File: config.mk
export PLATFORM = sky130hd
export DESIGN_NAME = mem_arbiter_flat
export DESIGN_NICKNAME = d
export VERILOG_FILES = /design/src/rtl/mem_arbiter_if.sv /design/src/rtl/mem_arbiter.sv /design/src/flat_wrapper.sv
export SDC_FILE = /design/constraint.sdc
export NUM_CORES = 1
export LEC_CHECK = 0
export CAP_MARGIN = 40
export CELL_PAD_IN_SITES_DETAIL_PLACEMENT = 0
export CELL_PAD_IN_SITES_GLOBAL_PLACEMENT = 1
export CORE_MARGIN = 2
export CORE_UTILIZATION = 29
export CTS_CLUSTER_DIAMETER = 50
export DETAILED_ROUTE_END_ITERATION = 12
export PLACE_DENSITY = 0.77
export SYNTH_ARGS = -nofsm -noshare
export SYNTH_HDL_FRONTEND = slang
export SYNTH_SLANG_ARGS = --single-unit
File: constraint.sdc
create_clock -name clk -period 1.9 [get_ports clk]
set_input_delay 0.38 -clock clk [delete_from_list [all_inputs] [get_ports clk]]
set_output_delay 0.38 -clock clk [all_outputs]
set_load 0.05 [all_outputs]
File: src/rtl/mem_arbiter_if.sv
// Requester, RAM and debug signals shared by the two-port RAM arbiter.

typedef enum logic [1:0] {
    IDLE   = 2'd0,
    ACCESS = 2'd1,
    ACK    = 2'd2
} mem_arbiter_state_t;

interface mem_arbiter_if #(
    parameter int unsigned AW = 8,
    parameter int unsigned DW = 8
);
    logic          req0;
    logic          we0;
    logic [AW-1:0] addr0;
    logic [DW-1:0] wdata0;
    logic          gnt0;
    logic          ack0;

    logic          req1;
    logic          we1;
    logic [AW-1:0] addr1;
    logic [DW-1:0] wdata1;
    logic          gnt1;
    logic          ack1;

    logic [DW-1:0] rdata;
    logic [AW-1:0] mem_addr;
    logic [DW-1:0] mem_wdata;
    logic          mem_we;
    logic [DW-1:0] mem_rdata;
    logic          busy;
    logic [1:0]    STATE;

    // Arbiter side
    modport slave (
        input  req0, we0, addr0, wdata0, req1, we1, addr1, wdata1, mem_rdata,
        output gnt0, ack0, gnt1, ack1, rdata, mem_addr, mem_wdata, mem_we, busy, STATE
    );

    // Requester / RAM side
    modport master (
        output req0, we0, addr0, wdata0, req1, we1, addr1, wdata1, mem_rdata,
        input  gnt0, ack0, gnt1, ack1, rdata, mem_addr, mem_wdata, mem_we, busy, STATE
    );
endinterface

File: src/rtl/mem_arbiter.sv
// Round-robin arbiter sharing one synchronous single-port RAM between
// the CPU path (port 0) and the IO/loader path (port 1).

module mem_arbiter #(
    parameter int unsigned AW = 8,
    parameter int unsigned DW = 8
) (
    input  logic          clk,
    input  logic          reset,
    mem_arbiter_if.slave  bus
);

    mem_arbiter_state_t state_q, state_d;

    logic          sel_q, sel_d;
    logic          last_q, last_d;
    logic [AW-1:0] addr_q, addr_d;
    logic [DW-1:0] wdata_q, wdata_d;
    logic          gnt0_q, gnt0_d;
    logic          gnt1_q, gnt1_d;
    logic          ack0_q, ack0_d;
    logic          ack1_q, ack1_d;
    logic          mem_we_q, mem_we_d;
    logic          busy_q, busy_d;
    logic          pick;

    // Winner of this IDLE cycle: the lone requester, or on a tie the port not served last
    assign pick = (bus.req0 && bus.req1) ? ~last_q : bus.req1;

    // Next state, captured request and next registered outputs
    always_comb begin
        state_d  = state_q;
        sel_d    = sel_q;
        last_d   = last_q;
        addr_d   = addr_q;
        wdata_d  = wdata_q;
        gnt0_d   = 1'b0;
        gnt1_d   = 1'b0;
        ack0_d   = 1'b0;
        ack1_d   = 1'b0;
        mem_we_d = 1'b0;

        case (state_q)
            IDLE: begin
                if (bus.req0 || bus.req1) begin
                    state_d  = ACCESS;
                    sel_d    = pick;
                    addr_d   = pick ? bus.addr1  : bus.addr0;
                    wdata_d  = pick ? bus.wdata1 : bus.wdata0;
                    mem_we_d = pick ? bus.we1    : bus.we0;
                    gnt0_d   = ~pick;
                    gnt1_d   = pick;
                end
            end
            ACCESS: begin
                state_d = ACK;
                gnt0_d  = ~sel_q;
                gnt1_d  = sel_q;
                ack0_d  = ~sel_q;
                ack1_d  = sel_q;
            end
            ACK: begin
                state_d = IDLE;
                last_d  = sel_q;
            end
            default: begin
                state_d = IDLE;
            end
        endcase

        busy_d = (state_d != IDLE);
    end

    // State and output registers; reset abandons any transaction in flight
    always_ff @(posedge clk or posedge reset) begin
        if (reset) begin
            state_q  <= IDLE;
            sel_q    <= 1'b0;
            last_q   <= 1'b1;
            addr_q   <= '0;
            wdata_q  <= '0;
            gnt0_q   <= 1'b0;
            gnt1_q   <= 1'b0;
            ack0_q   <= 1'b0;
            ack1_q   <= 1'b0;
            mem_we_q <= 1'b0;
            busy_q   <= 1'b0;
        end else begin
            state_q  <= state_d;
            sel_q    <= sel_d;
            last_q   <= last_d;
            addr_q   <= addr_d;
            wdata_q  <= wdata_d;
            gnt0_q   <= gnt0_d;
            gnt1_q   <= gnt1_d;
            ack0_q   <= ack0_d;
            ack1_q   <= ack1_d;
            mem_we_q <= mem_we_d;
            busy_q   <= busy_d;
        end
    end

    assign bus.gnt0      = gnt0_q;
    assign bus.gnt1      = gnt1_q;
    assign bus.ack0      = ack0_q;
    assign bus.ack1      = ack1_q;
    assign bus.mem_we    = mem_we_q;
    assign bus.mem_addr  = addr_q;
    assign bus.mem_wdata = wdata_q;
    assign bus.busy      = busy_q;
    assign bus.STATE     = state_q;
    // RAM read data passes straight through; requesters sample it during ack
    assign bus.rdata     = bus.mem_rdata;

endmodule

File: src/flat_wrapper.sv
// flat-port wrapper written by rule: the top's interface ports become plain ports
module mem_arbiter_flat 
#(
    parameter int unsigned AW = 8,
    parameter int unsigned DW = 8
)
  (clk, reset, bus_req0, bus_we0, bus_addr0, bus_wdata0, bus_req1, bus_we1, bus_addr1, bus_wdata1, bus_mem_rdata, bus_gnt0, bus_ack0, bus_gnt1, bus_ack1, bus_rdata, bus_mem_addr, bus_mem_wdata, bus_mem_we, bus_busy, bus_STATE);
  mem_arbiter_if #(.AW(AW), .DW(DW)) bus_i ();
  input  logic clk;
  input  logic reset;
  input wire logic [$bits(bus_i.req0)-1:0] bus_req0;
  input wire logic [$bits(bus_i.we0)-1:0] bus_we0;
  input wire logic [$bits(bus_i.addr0)-1:0] bus_addr0;
  input wire logic [$bits(bus_i.wdata0)-1:0] bus_wdata0;
  input wire logic [$bits(bus_i.req1)-1:0] bus_req1;
  input wire logic [$bits(bus_i.we1)-1:0] bus_we1;
  input wire logic [$bits(bus_i.addr1)-1:0] bus_addr1;
  input wire logic [$bits(bus_i.wdata1)-1:0] bus_wdata1;
  input wire logic [$bits(bus_i.mem_rdata)-1:0] bus_mem_rdata;
  output wire logic [$bits(bus_i.gnt0)-1:0] bus_gnt0;
  output wire logic [$bits(bus_i.ack0)-1:0] bus_ack0;
  output wire logic [$bits(bus_i.gnt1)-1:0] bus_gnt1;
  output wire logic [$bits(bus_i.ack1)-1:0] bus_ack1;
  output wire logic [$bits(bus_i.rdata)-1:0] bus_rdata;
  output wire logic [$bits(bus_i.mem_addr)-1:0] bus_mem_addr;
  output wire logic [$bits(bus_i.mem_wdata)-1:0] bus_mem_wdata;
  output wire logic [$bits(bus_i.mem_we)-1:0] bus_mem_we;
  output wire logic [$bits(bus_i.busy)-1:0] bus_busy;
  output wire logic [$bits(bus_i.STATE)-1:0] bus_STATE;
  assign bus_i.req0 = bus_req0;
  assign bus_i.we0 = bus_we0;
  assign bus_i.addr0 = bus_addr0;
  assign bus_i.wdata0 = bus_wdata0;
  assign bus_i.req1 = bus_req1;
  assign bus_i.we1 = bus_we1;
  assign bus_i.addr1 = bus_addr1;
  assign bus_i.wdata1 = bus_wdata1;
  assign bus_i.mem_rdata = bus_mem_rdata;
  assign bus_gnt0 = bus_i.gnt0;
  assign bus_ack0 = bus_i.ack0;
  assign bus_gnt1 = bus_i.gnt1;
  assign bus_ack1 = bus_i.ack1;
  assign bus_rdata = bus_i.rdata;
  assign bus_mem_addr = bus_i.mem_addr;
  assign bus_mem_wdata = bus_i.mem_wdata;
  assign bus_mem_we = bus_i.mem_we;
  assign bus_busy = bus_i.busy;
  assign bus_STATE = bus_i.STATE;
  mem_arbiter #(.AW(AW), .DW(DW)) u_core (.clk(clk), .reset(reset), .bus(bus_i));
endmodule
== Word-level counts from Yosys, hierarchy flattened ==
Cells that the tools add are included.
Word-level totals
  input bits: 46
  register bits: 26
  output and inout port bits: 32
  word-level logic and storage cells: 35
Cells by class
  muxes and demuxes: 14
  reductions and logical operators: 5
  bitwise logic cells: 3
  eq/ne operators: 2
Operators by type and width (number)
  8-bit 2-to-1 mux: 2
  1-bit 2-to-1 mux: 8
  1-bit one-hot mux with 2 select lines: 2
  2-bit one-hot mux with 2 select lines: 1
  1-bit NOT: 3
  2-bit by 1-bit == test with 1-bit output (second input constant): 1
  2-bit == test (second input constant): 1
  2-bit logical NOT: 1
  2-bit 2-to-1 mux: 1
  2-bit AND reduction: 1
  2-bit nonzero test: 1
  1-bit logical AND: 1
  1-bit logical OR: 1

== Depth between registers and ports, before layout ==
Gate-level depths: netlist (run 1).
  depth in word-level cells: 5
  mapped depth: 5
  gate-level depth less buffers: 4

== Least setup slack after synthesis (run 1) ==
No wires, ideal clock.
  path type: reg2reg
  start: reg u_core.state_q[0] (netlist: u_core.bus.STATE[0])
  end: reg u_core.addr_q[4] (netlist: u_core.bus.mem_addr[4])
  stages on the path, launching flop included: 6
  data required time: 1.775 ns
  clock period less this slack: 1.610 ns
  path buffers: 1
  setup time: 0.125 ns
  data arrival time: 1.485 ns
  setup slack: 0.290 ns
  path through: dfrtp_1 -> nor2_1 -> o21ai_2 -> inv_4 -> buf_6 -> mux2_4
On the way
  word-level cells in the longest chain between the ends: 2
RTL lines
  start, declared: line mem_arbiter.sv:13  | mem_arbiter_state_t state_q, state_d;
  start signal, assigned: line mem_arbiter.sv:89  | state_q <= state_d;
  2-bit logical NOT: line mem_arbiter.sv:43  | case (state_q)
  2-bit AND reduction (no line)
  end signal, assigned: line mem_arbiter.sv:92  | addr_q <= addr_d;
  end, declared: line mem_arbiter.sv:17  | logic [AW-1:0] addr_q, addr_d;
No other way between the ends.
A chain may end at the register's enable or synchronous reset.

== Worst setup path in the final report (run 1) ==
  start: reg u_core.addr_q[0] (netlist: u_core.bus.mem_addr[0])
  end: out bus_mem_addr[0]
RTL lines
  end, declared: line flat_wrapper.sv:25  | output wire logic [$bits(bus_i.mem_addr)-1:0] bus_mem_addr;
No word-level cell between the ends.

==> out/results.ini, run 1 <==
[clock_tree]
cts_sinks=26
postCtsResizedCells=0
cts_buffers=3
h-tree-depth=1
cts_hold_buf=0
post_cts_buffers=0
clk_pin_slew_worst_paths_ns=0.09
clock_latency_ns=0.26
tritoncts=built
clockRootBuffer=clkbuf_8
cts_buffer_depth=2

[global_routing]
grt_pass1_wl_um=4347
antenna_found_initial=0
gr-total-overflow=0
groute.usage.overall_pct=10.69
grt_pass1_vias=879
grt_max_degree=27

[logic_synthesis]
ys_ff_latch=26
synth_fp_nets=133
syn_inst=87
synth_area_leaders=dfrtp_1 46%, mux2_4 36%, buf_4 4.5%
syn-cell-area_mm2=0.001346
ys_warn_count=0
synth_cell_types=17
syn-mean-instance-area_um2=15.47
synth_top_area_cell=dfrtp_1
synth.top_cell.area_share_pct=46.47
yosysSeqAreaShare_pct=48.42

[placement]
io_buffers=61
placed_area_mm2=0.001973
dp_hpwl_um=2018
gp_congestion=0.7285

[setup_path]
worst_ep_arrival_time_ns=1.44
cp_data_required_time_ns=1.52
r2r-end=u_core.bus.mem_wdata[5]
crit_family=buffers and inverters
path_class=flip-flop to primary output
path_cells=clkdlybuf4s50_1
worst-path-buf-inv=1
start_kind=flip-flop
rr_worst_depth=4
crit_start=u_core.bus.mem_addr[0]
cp-end-kind=primary output
r2r_start=u_core.last_q
critPathSlowestCell=clkdlybuf4s50_1
worst-path-max-fanout=2
r2r_slack_ns=0.46
cp_slowest_stage_delay_ns=0.81

[floorplan]
rows=24
ios=78
dieArea_mm2=0.005203
die_y_um=72.14
core_mm2=0.004414
initial_core_util_pct=30.50
die_w_um=72.14

[worst_hold_path]
hp-class=input port to asynchronous set/reset pin

[detailed_routing]
viasPerCell=4.322
drt_pass1_iterations=3
antenna_left=0
first_iter_violations=30
routed_wl_um=2587
drc=0
wire_per_inst_um=13.00
vias=860

[layout]
syn2layout_area_growth_pct=50.84
design_area_mm2=0.002031
final_common_cell=clkdlybuf4s50_1
final_util_pct=46.00
nets=194
final_cell_mix=55 x clkdlybuf4s50_1, 32 x mux2_4, 25 x dfrtp_1
insertedDiodeCount=0
drive_gt1_share_pct=34.69
fillerInstances=394

[timing]
max_freq_mhz=548.3
hold_violations=0
slew_headroom_pct=65.81
setup_viol=0
timing.final.crit_share_pct=95.99
clock_skew_ns=0.001920
finalCriticalPeriod_ns=1.824
worst_pin_slew_ns=0.5112
rsz0062_at_grt=false
drv_slew=0

[power]
p_per_area_mw_per_mm2=1778
ir_drop_mv=0.7870
p_leak_nw=0.9397
total_power_mw=3.610

[run_status]
status=finished clean

[flow_run]
drv_cap=0

[per-layer routing]
metal  share of wire (%)  vias up  global-route usage [%]
met4                0.97        0                   4.193
li1                    -      411                       -
met2                  47       43                   16.51
met3                  11        6                   3.889
met5                   0        -                       0
met1                  42      400                   13.64
[power breakdown]
part,internal [mW],total [mW],switching (mW)
clock,0.185,0.345,0.160
sequential,0.834,1.00,0.167
combinational,0.975,2.26,1.29
[state kept, by name (all words and copies together) (netlist names)]
signal / cells
u_core.bus.STATE: 2
u_core.bus.ack0: 1
u_core.bus.ack1: 1
u_core.bus.busy: 1
u_core.bus.gnt0: 1
u_core.bus.gnt1: 1
u_core.bus.mem_addr: 8
u_core.bus.mem_wdata: 8
u_core.bus.mem_we: 1
u_core.last_q: 1
u_core.sel_q: 1
[Yosys cell counts]
cell type,n
mux2_4,32
dfrtp_1,25
buf_4,8
nor2_1,4
buf_6,3
inv_1,2
mux2_1,2
mux2i_1,2
a21boi_2,1
and2_1,1
dfstp_2,1
inv_4,1
nand2_1,1
nand2b_1,1
nor2b_1,1
o21ai_2,1
o22ai_1,1
[worst max path at each step]
| stage | cells after the start | to | slack (ns) |
|---|---|---|---|
| after global routing | 1 | bus_mem_addr[3] | 0.004 |
| after detailed placement | 5 | u_core.bus.mem_wdata[5] | -0.07 |
| final | 1 | bus_mem_addr[0] | 0.08 |
| after CTS | 1 | bus_mem_addr[1] | 0.05 |
| after floorplan | 5 | u_core.bus.mem_addr[4] | 0.29 |
| after global placement | 5 | u_core.bus.mem_addr[2] | -0.04 |
[logic make-up after synthesis]
family	Yosys count	synth area share, %
mux	36	38.85
flops	26	48.42
buf+inv	14	7.993
simple gates	8	2.788
compound gates	3	1.952
[stage by stage]
stage	setup WS, ns	std cells	hold slack [ns]	setup TNS, ns
2_1_floorplan	0.2897	87	0.4193	0
3_3_place_gp	-0.04301	195	0.4982	-0.6313
3_5_place_dp	-0.06555	195	0.4974	-0.8754
4_1_cts	0.04919	199	0.4696	0
5_1_grt	0.004419	199	0.4777	0
6_report	0.07610	199	0.4610	0
[final cells by class]
cell class                 instances  area [um2]  share of cell area [%]
timing repair buffer              67       658.1                   32.41
sequential                        26       651.9                   32.10
multi-input combinational         47       586.8                   28.90
tap                               52       65.06                   3.204
inverter                           3       13.76                  0.6778
clock buffer                       4       55.05                   2.711
Note: power is estimated with default switching activity, not from simulation.
==> run 2, diff against run 1 <==
--- a/config.mk
+++ b/config.mk
@@ -11,6 +11,7 @@
 export CORE_MARGIN = 2
 export CORE_UTILIZATION = 29
 export CTS_CLUSTER_DIAMETER = 50
+export CTS_CLUSTER_SIZE = 20
 export DETAILED_ROUTE_END_ITERATION = 12
 export PLACE_DENSITY = 0.77
 export SYNTH_ARGS = -nofsm -noshare
==> results of run 2 <==
Final layout, timing and power as in run 1 (identical DEF).
